<file path="config.mk">
export PLATFORM = sky130hd
export DESIGN_NAME = wb_decompressor_flat
export DESIGN_NICKNAME = d
export VERILOG_FILES = /design/src/rtl/wb_decompressor_pkg.sv /design/src/rtl/wb_decompressor_if.sv /design/src/rtl/wb_decompressor_cw_beat_counter.sv /design/src/rtl/wb_decompressor.sv /design/src/flat_wrapper.sv
export SDC_FILE = /design/constraint.sdc
export NUM_CORES = 1
export LEC_CHECK = 0
export CAP_MARGIN = 30
export CELL_PAD_IN_SITES_DETAIL_PLACEMENT = 0
export CELL_PAD_IN_SITES_GLOBAL_PLACEMENT = 2
export CORE_MARGIN = 8
export CORE_UTILIZATION = 29
export DETAILED_ROUTE_END_ITERATION = 10
export PLACE_DENSITY_LB_ADDON = 0.1
export SLEW_MARGIN = 20
export SYNTH_ARGS = -nofsm -noshare
export SYNTH_HDL_FRONTEND = slang
export SYNTH_HIERARCHICAL = 1
export SYNTH_SLANG_ARGS = --single-unit
</file>
<file path="constraint.sdc">
create_clock -name i_clk -period 2.4 [get_ports i_clk]
set_input_delay 0.24 -clock i_clk [delete_from_list [all_inputs] [get_ports i_clk]]
set_output_delay 0.24 -clock i_clk [all_outputs]
set_load 0.02 [all_outputs]
</file>
<file path="src/rtl/wb_decompressor_pkg.sv">
// Shared CW link definitions: bus widths, A1 header field positions and the
// responder state encodings (also used by the compressor at the near end).
package wb_decompressor_pkg;

    localparam int RW        = 16;
    localparam int WB_ADDR_W = 24;

    localparam int CW_A1_WE      = 15;
    localparam int CW_A1_SEL_HI  = 14;
    localparam int CW_A1_SEL_LO  = 13;
    localparam int CW_A1_B8      = 12;
    localparam int CW_A1_B4      = 11;
    localparam int CW_A1_ADRH_HI = 7;
    localparam int CW_A1_ADRH_LO = 0;

    typedef enum logic [2:0] {
        ST_IDLE  = 3'd0,
        ST_ADRH  = 3'd1,
        ST_WDAT  = 3'd2,
        ST_BUS   = 3'd3,
        ST_RESP  = 3'd4,
        ST_ERR   = 3'd5,
        ST_DRAIN = 3'd6
    } cw_state_e;

    // Beat count minus one, so an 8-beat burst fits the 3-bit counter.
    function automatic logic [2:0] cw_beats_m1(input logic b8, input logic b4);
        if (b8) return 3'd7;
        if (b4) return 3'd3;
        return 3'd0;
    endfunction

endpackage

</file>
<file path="src/rtl/wb_decompressor_if.sv">
// Classic wishbone bundle between the CW decompressor (master) and its slave,
// including the 4/8-beat burst qualifiers.
interface wb_decompressor_if #(
    parameter int RW     = 16,
    parameter int ADDR_W = 24
);
    logic              cyc;
    logic              stb;
    logic              we;
    logic [ADDR_W-1:0] adr;
    logic [RW-1:0]     dat_w;
    logic [RW-1:0]     dat_r;
    logic [1:0]        sel;
    logic              ack;
    logic              err;
    logic              burst4;
    logic              burst8;

    modport master (
        output cyc, stb, we, adr, dat_w, sel, burst4, burst8,
        input  dat_r, ack, err
    );

    modport slave (
        input  cyc, stb, we, adr, dat_w, sel, burst4, burst8,
        output dat_r, ack, err
    );
endinterface

</file>
<file path="src/rtl/wb_decompressor_cw_beat_counter.sv">
// Remaining-beat counter for one CW frame: loads 1/4/8 beats (stored minus one),
// steps down once per completed beat and flags the final beat.
module wb_decompressor_cw_beat_counter
    import wb_decompressor_pkg::*;
(
    input  logic i_clk,
    input  logic i_rst_n,
    input  logic load,
    input  logic b8,
    input  logic b4,
    input  logic dec,
    output logic last
);

    logic [2:0] cnt;

    always_ff @(posedge i_clk or negedge i_rst_n) begin
        if (!i_rst_n) begin
            cnt <= 3'd0;
        end else if (load) begin
            cnt <= cw_beats_m1(b8, b4);
        end else if (dec && (cnt != 3'd0)) begin
            cnt <= cnt - 3'd1;
        end
    end

    assign last = (cnt == 3'd0);

endmodule

</file>
<file path="src/rtl/wb_decompressor.sv">
// CW link responder: decodes compressor frames into 16-bit wishbone cycles with
// 4/8-beat bursts. Define CW_TIMEOUT_EN to add the ack watchdog (TIMEOUT_CYC).
module wb_decompressor #(
    parameter int RW     = wb_decompressor_pkg::RW,
    parameter int ADDR_W = wb_decompressor_pkg::WB_ADDR_W
`ifdef CW_TIMEOUT_EN
    ,
    parameter int TIMEOUT_CYC = 255
`endif
) (
    input  logic              i_clk,
    input  logic              i_rst_n,
    input  logic [RW-1:0]     cw_io_i,
    output logic [RW-1:0]     cw_io_o,
    input  logic              cw_req,
    input  logic              cw_dir,
    output logic              cw_ack,
    output logic              cw_err,
    wb_decompressor_if.master wb
);
    import wb_decompressor_pkg::*;

    // state    | meaning
    // IDLE     | waiting for cw_req with cw_dir=1; A0 latched on entry to ADRH
    // ADRH     | A1 header word; opens the wishbone cycle
    // WDAT     | capture write data for the next beat
    // BUS      | wb_stb high, one beat outstanding
    // RESP     | cw_ack pulse, step address or close the cycle
    // ERR      | cw_err pulse, cycle dropped, remaining beats discarded
    // DRAIN    | wait for cw_req to fall

    cw_state_e         state;
    cw_state_e         state_nxt;
    logic              cyc;
    logic              stb;
    logic              we;
    logic              b4;
    logic              b8;
    logic [1:0]        sel;
    logic [ADDR_W-1:0] adr;
    logic [RW-1:0]     dat_w;
    logic [RW-1:0]     rd_data;
    logic              last;
    logic              timeout;
    logic              abort;
    logic              bus_err;
    logic              bus_ack;

    assign abort   = (state != ST_IDLE) && !cw_req;
    assign bus_err = wb.err || timeout;
    assign bus_ack = wb.ack && !bus_err;

    always_ff @(posedge i_clk or negedge i_rst_n) begin
        if (!i_rst_n) begin
            state <= ST_IDLE;
        end else begin
            state <= state_nxt;
        end
    end

    always_comb begin
        state_nxt = state;
        if (abort) begin
            state_nxt = ST_IDLE;
        end else begin
            case (state)
                ST_IDLE:  if (cw_req && cw_dir) state_nxt = ST_ADRH;
                ST_ADRH:  state_nxt = cw_io_i[CW_A1_WE] ? ST_WDAT : ST_BUS;
                ST_WDAT:  state_nxt = ST_BUS;
                ST_BUS: begin
                    if (bus_err) begin
                        state_nxt = ST_ERR;
                    end else if (wb.ack) begin
                        state_nxt = ST_RESP;
                    end
                end
                ST_RESP: begin
                    if (last) begin
                        state_nxt = ST_DRAIN;
                    end else begin
                        state_nxt = we ? ST_WDAT : ST_BUS;
                    end
                end
                ST_ERR:   state_nxt = ST_DRAIN;
                ST_DRAIN: state_nxt = ST_DRAIN;
                default:  state_nxt = ST_IDLE;
            endcase
        end
    end

    // Pulses are gated by cw_req so an abort never shows a partial response.
    always_comb begin
        stb    = 1'b0;
        cw_ack = 1'b0;
        cw_err = 1'b0;
        case (state)
            ST_BUS:  stb    = 1'b1;
            ST_RESP: cw_ack = cw_req;
            ST_ERR:  cw_err = cw_req;
            default: ;
        endcase
    end

    always_ff @(posedge i_clk or negedge i_rst_n) begin
        if (!i_rst_n) begin
            cyc     <= 1'b0;
            we      <= 1'b0;
            sel     <= 2'b00;
            b4      <= 1'b0;
            b8      <= 1'b0;
            adr     <= '0;
            dat_w   <= '0;
            rd_data <= '0;
        end else if (abort) begin
            cyc <= 1'b0;
            we  <= 1'b0;
            sel <= 2'b00;
            b4  <= 1'b0;
            b8  <= 1'b0;
        end else begin
            case (state)
                ST_IDLE: begin
                    if (cw_req && cw_dir) adr[15:0] <= cw_io_i;
                end
                ST_ADRH: begin
                    adr <= ADDR_W'({cw_io_i[CW_A1_ADRH_HI:CW_A1_ADRH_LO], adr[15:0]});
                    cyc <= 1'b1;
                    we  <= cw_io_i[CW_A1_WE];
                    sel <= cw_io_i[CW_A1_SEL_HI:CW_A1_SEL_LO];
                    b8  <= cw_io_i[CW_A1_B8];
                    b4  <= cw_io_i[CW_A1_B4];
                end
                ST_WDAT: dat_w <= cw_io_i;
                ST_BUS: begin
                    // Read data stays on cw_io_o until the next read beat lands.
                    if (bus_ack && !we) rd_data <= wb.dat_r;
                end
                ST_RESP: begin
                    if (last) begin
                        cyc <= 1'b0;
                        we  <= 1'b0;
                        sel <= 2'b00;
                        b4  <= 1'b0;
                        b8  <= 1'b0;
                    end else begin
                        adr <= adr + ADDR_W'(1);
                    end
                end
                ST_ERR: begin
                    cyc <= 1'b0;
                    we  <= 1'b0;
                    sel <= 2'b00;
                    b4  <= 1'b0;
                    b8  <= 1'b0;
                end
                default: ;
            endcase
        end
    end

    wb_decompressor_cw_beat_counter u_cw_beat_counter (
        .i_clk   (i_clk),
        .i_rst_n (i_rst_n),
        .load    (state == ST_ADRH),
        .b8      (cw_io_i[CW_A1_B8]),
        .b4      (cw_io_i[CW_A1_B4]),
        .dec     (state == ST_RESP),
        .last    (last)
    );

`ifdef CW_TIMEOUT_EN
    localparam int TMO_W = ($clog2(TIMEOUT_CYC) > 8) ? $clog2(TIMEOUT_CYC) : 8;

    logic [TMO_W-1:0] tmo_cnt;

    // Down-counter reloads outside BUS so every beat gets a full window.
    always_ff @(posedge i_clk or negedge i_rst_n) begin
        if (!i_rst_n) begin
            tmo_cnt <= TMO_W'(TIMEOUT_CYC - 1);
        end else if (state != ST_BUS) begin
            tmo_cnt <= TMO_W'(TIMEOUT_CYC - 1);
        end else if (tmo_cnt != '0) begin
            tmo_cnt <= tmo_cnt - TMO_W'(1);
        end
    end

    assign timeout = (state == ST_BUS) && (tmo_cnt == '0);
`else
    assign timeout = 1'b0;
`endif

    assign cw_io_o   = rd_data;
    assign wb.cyc    = cyc;
    assign wb.stb    = stb;
    assign wb.we     = we;
    assign wb.adr    = adr;
    assign wb.dat_w  = dat_w;
    assign wb.sel    = sel;
    assign wb.burst4 = b4;
    assign wb.burst8 = b8;

endmodule

</file>
<file path="src/flat_wrapper.sv">
// flat-port wrapper written by rule: the top's interface ports become plain ports
module wb_decompressor_flat import wb_decompressor_pkg::*;
#(
    parameter int RW     = wb_decompressor_pkg::RW,
    parameter int ADDR_W = wb_decompressor_pkg::WB_ADDR_W

)
  (i_clk, i_rst_n, cw_io_i, cw_io_o, cw_req, cw_dir, cw_ack, cw_err, wb_cyc, wb_stb, wb_we, wb_adr, wb_dat_w, wb_sel, wb_burst4, wb_burst8, wb_dat_r, wb_ack, wb_err);
  wb_decompressor_if #(.RW(RW), .ADDR_W(ADDR_W)) wb_i ();
  input  logic i_clk;
  input  logic i_rst_n;
  input  logic [RW-1:0] cw_io_i;
  output logic [RW-1:0] cw_io_o;
  input  logic cw_req;
  input  logic cw_dir;
  output logic cw_ack;
  output logic cw_err;
  output wire logic [$bits(wb_i.cyc)-1:0] wb_cyc;
  output wire logic [$bits(wb_i.stb)-1:0] wb_stb;
  output wire logic [$bits(wb_i.we)-1:0] wb_we;
  output wire logic [$bits(wb_i.adr)-1:0] wb_adr;
  output wire logic [$bits(wb_i.dat_w)-1:0] wb_dat_w;
  output wire logic [$bits(wb_i.sel)-1:0] wb_sel;
  output wire logic [$bits(wb_i.burst4)-1:0] wb_burst4;
  output wire logic [$bits(wb_i.burst8)-1:0] wb_burst8;
  input wire logic [$bits(wb_i.dat_r)-1:0] wb_dat_r;
  input wire logic [$bits(wb_i.ack)-1:0] wb_ack;
  input wire logic [$bits(wb_i.err)-1:0] wb_err;
  assign wb_cyc = wb_i.cyc;
  assign wb_stb = wb_i.stb;
  assign wb_we = wb_i.we;
  assign wb_adr = wb_i.adr;
  assign wb_dat_w = wb_i.dat_w;
  assign wb_sel = wb_i.sel;
  assign wb_burst4 = wb_i.burst4;
  assign wb_burst8 = wb_i.burst8;
  assign wb_i.dat_r = wb_dat_r;
  assign wb_i.ack = wb_ack;
  assign wb_i.err = wb_err;
  wb_decompressor #(.RW(RW), .ADDR_W(ADDR_W)) u_core (.i_clk(i_clk), .i_rst_n(i_rst_n), .cw_io_i(cw_io_i), .cw_io_o(cw_io_o), .cw_req(cw_req), .cw_dir(cw_dir), .cw_ack(cw_ack), .cw_err(cw_err), .wb(wb_i));
endmodule
</file>
==> flow_summary_export.csv <==
group,metric,value,unit
synthesis,synth_top_family_by_area,"simple AND/OR/NAND/NOR gates",
cells_and_area,drive_above_1_share,13.6,%
critical_path,critPathKind,"reg2out",
power,ir_drop,549,uV
die,io_pins,103,
worst_hold_path,worstHoldPathType,"in2async",
die,coreArea,0.0120,sq mm
timing,slew_violations,0,
synthesis,post-synth-top-area-fraction,48.2,%
cells_and_area,area_growth,44.6,%
cells_and_area,final_nets,493,
cells_and_area,seq_area,0.00170,sq mm
clock_tree,clk-insertion-delay-late,0.34,ns
synthesis,synthArstFlopShare,100,%
cells_and_area,multi_input_area,0.00171,sq mm
synthesis,synth_most_common_cell,"dfrtp_1",
clock_tree,cts_root_buf,"clkbuf_16",
power,power.switching,2.27,mW
power,p_leak,2.12,nW
synthesis,ys_ff_latch,68,
timing,setup_slack,0.224,ns
synthesis,mappedNetlistNets,377,
placement,dp_hpwl,8.02,mm
route,wl_per_cell,18.6,um
critical_path,start_kind,"register",
critical_path,crit_required,2.16,ns
synthesis,synth-xor-area-share,0,%
route,drt-pass1-iter-count,4,
timing,fin_crit_sh,90.7,%
clock_tree,cts_tree,"built",
timing,setup_tns,0,ns
die,die_y,126,um
grt,track_usage,14.6,%
die,fp-row-count,40,
timing,fin_crit,2.18,ns
power,power_frac_seq,34.6,%
clock_tree,htree_levels,3,
route,viasPerCell,5.19,
placement,gp_congestion,0.759,
synthesis,ys_seq_area_share,48.2,%
power,p_comb_share,43.3,%
timing,max_freq,460,MHz
die,die-width,126,um
synthesis,syn-cell-area,0.00353,sq mm
route,ant_nets,0,
clock_tree,cts_made_buffers,9,
synthesis,synth_edf_count,0,
grt,grt_max_degree,69,
job,maxCapViolCount,0,
route,routed_wl,11.2,mm
run_status,outcome,"finished clean",
synthesis,synth_common_cells,"dfrtp_1, nand2_1, mux2_2",
clock_tree,clock_sinks,68,
synthesis,synth_top_cell_by_area,"dfrtp_1",
synthesis,yosysWarnings,6,
power,clkPwrFrac,22.1,%
synthesis,synth-compound-area-share,15.2,%
route,drcViolationCount,0,
synthesis,syn_inst,336,
grt,grt_pass1_vias,3401,
grt,overflow,0,
synthesis,synthTopCellsByArea,"dfrtp_1, mux2_2, mux2_1",
power,power_density,1180,mW/mm^2
synthesis,synthAdderAreaFrac,1.06,%
critical_path,arrival,1.94,ns
timing,finalHoldViolations,0,
synthesis,synth.avg_cell_area,10.5,sq um
grt,antenna_found_initial,0,
power,p_sw_share,37.6,%
power,power.internal,3.77,mW
route,drt_iter0_drc,140,
timing,setup_viol,0,
critical_path,worst_setup_path_end_kind,"output pin",
timing,skew,0.00951,ns
synthesis,synthMuxAreaShare,12.5,%
synthesis,dominantRegCellSynth,"dfrtp_1",
clock_tree,post-cts-setup-buffers,0,
cells_and_area,antennaDiodeCount,0,
placement,pre_cts_slack,0.203,ns
synthesis,synth-simple-area-share,19.5,%
critical_path,worstPathMaxFanout,3,
clock_tree,cts.clk_slew.worst_paths,0.06,ns
timing,rsz0062_at_grt,"false",
clock_tree,cts.path.max_buffers,2,
placement,portBuffers,102,
grt,grt_pass1_wl,18.4,mm
die,die_area,0.0160,sq mm
timing,worst_pin_slew,0.565,ns
route,num_vias,3122,
die,start_util,29.5,%
synthesis,synth_cell_types,57,
timing,slew_headroom,62.1,%
cells_and_area,fill_cells,1170,
[worst paths after layout]
kind / start / depth (start not counted) / to / slack, ns
hold / removal: i_rst_n / 3 / u_core/wb.dat_w[15] / 0.44
setup reg to reg: u_core/u_cw_beat_counter/cnt[0] / 8 / u_core/wb.adr[19] / 0.35
max in group asynchronous: i_rst_n / 3 / u_core/wb.adr[11] / 1.59
min in group i_clk: u_core/cw_io_o[9] / 1 / u_core/cw_io_o[9] / 0.49
setup / recovery: u_core/state[0] / 4 / cw_ack / 0.22
hold reg to reg: u_core/cw_io_o[9] / 1 / u_core/cw_io_o[9] / 0.49
[flip-flops by register name, indices dropped and copies added, names as in the netlist]
| register | flops |
|---|---|
| u_core/wb.dat_w | 16 |
| u_core/state | 3 |
| u_core/wb.sel | 2 |
| u_core/cw_io_o | 16 |
| u_core/wb.burst8 | 1 |
| u_core/wb.adr | 24 |
| u_core/wb.cyc | 1 |
| u_core/wb.burst4 | 1 |
| u_core/u_cw_beat_counter/cnt | 3 |
| u_core/wb.we | 1 |
[cells by family (layout without fill, tap and decap cells)]
logic type	Yosys count	after routing
and+or+nand+nor	118	118
adders and majority gates	3	3
DFF	68	68
buffers and inverters	27	146
AOI/OAI and AO/OA	80	80
muxes	40	40
[layout by cell type, fill, tap and decap left out, types with 3 or more instances in the layout]
cell type	count
or3_1	4
o21ai_1	5
clkdlybuf4s50_1	101
or4b_1	3
nor2_1	18
a211oi_1	4
clkbuf_16	9
nand3_1	10
a22o_1	5
dfrtp_1	68
and2_1	3
mux2_2	19
a31oi_1	5
mux2_1	14
nand2b_1	12
ha_1	3
o211ai_1	3
nand2_1	22
o31ai_1	4
nor2b_1	6
nor4_1	11
a21oi_1	18
and3_1	3
buf_4	19
mux2i_1	7
o21a_1	4
o21ai_0	11
nor3_1	8
nand4_1	4
inv_1	8
[worst max-delay path, stage by stage (launching register included)]
cell	delay, ns
dfrtp_1	0.37
or3b_1	0.43
inv_2	0.08
and2_1	0.12
clkdlybuf4s50_1	0.61
[area by class of cell]
cell class                      count  share of cell area [%]
Clock inverter                      2                   0.686
Timing Repair Buffer              123                    23.3
Clock buffer                       12                    5.02
Multi-Input combinational cell    241                    33.4
Sequential cell                    68                    33.3
Inverter                            9                   0.662
Tap cell                          147                    3.60
[power by group through the flow]
stage	Sequential, mW	Combinational (mW)	Clock, mW
finish	2.09	2.61	1.33
detailed placement	2.11	2.65	0
global route	2.18	2.82	1.44
floorplan	2.56	0.801	0
global placement	2.10	2.63	0
CTS	2.10	2.66	1.39
[timing repair]
item | CTS | global route
endpoints found under the hold margin | 68 | 0
hold buffers | 1 | 0
gates resized for setup | 0 | 0
endpoints found under the setup margin | 0 | 0
[per-stage QoR]
step	area, sq um	cells	hold slack (ns)	util, %	total power [mW]
after global placement	4800	587	0.302	40.2	4.73
after floorplan	3530	336	-0.0556	-	3.36
after CTS	5110	602	0.479	42.7	6.15
after global routing	5110	602	0.495	42.7	6.44
after detailed placement	4800	587	0.307	40.2	4.76
final	5110	602	0.445	42.7	6.04
[per-layer routing]
metal	track usage, %	share of wire, %	vias to the layer above
met5	0	0	-
met4	3.82	0.72	0
met3	6.49	7.1	6
met2	24.1	49	87
met1	16.7	43	1543
li1	-	-	1486
Power figures use the tool's default switching activity.
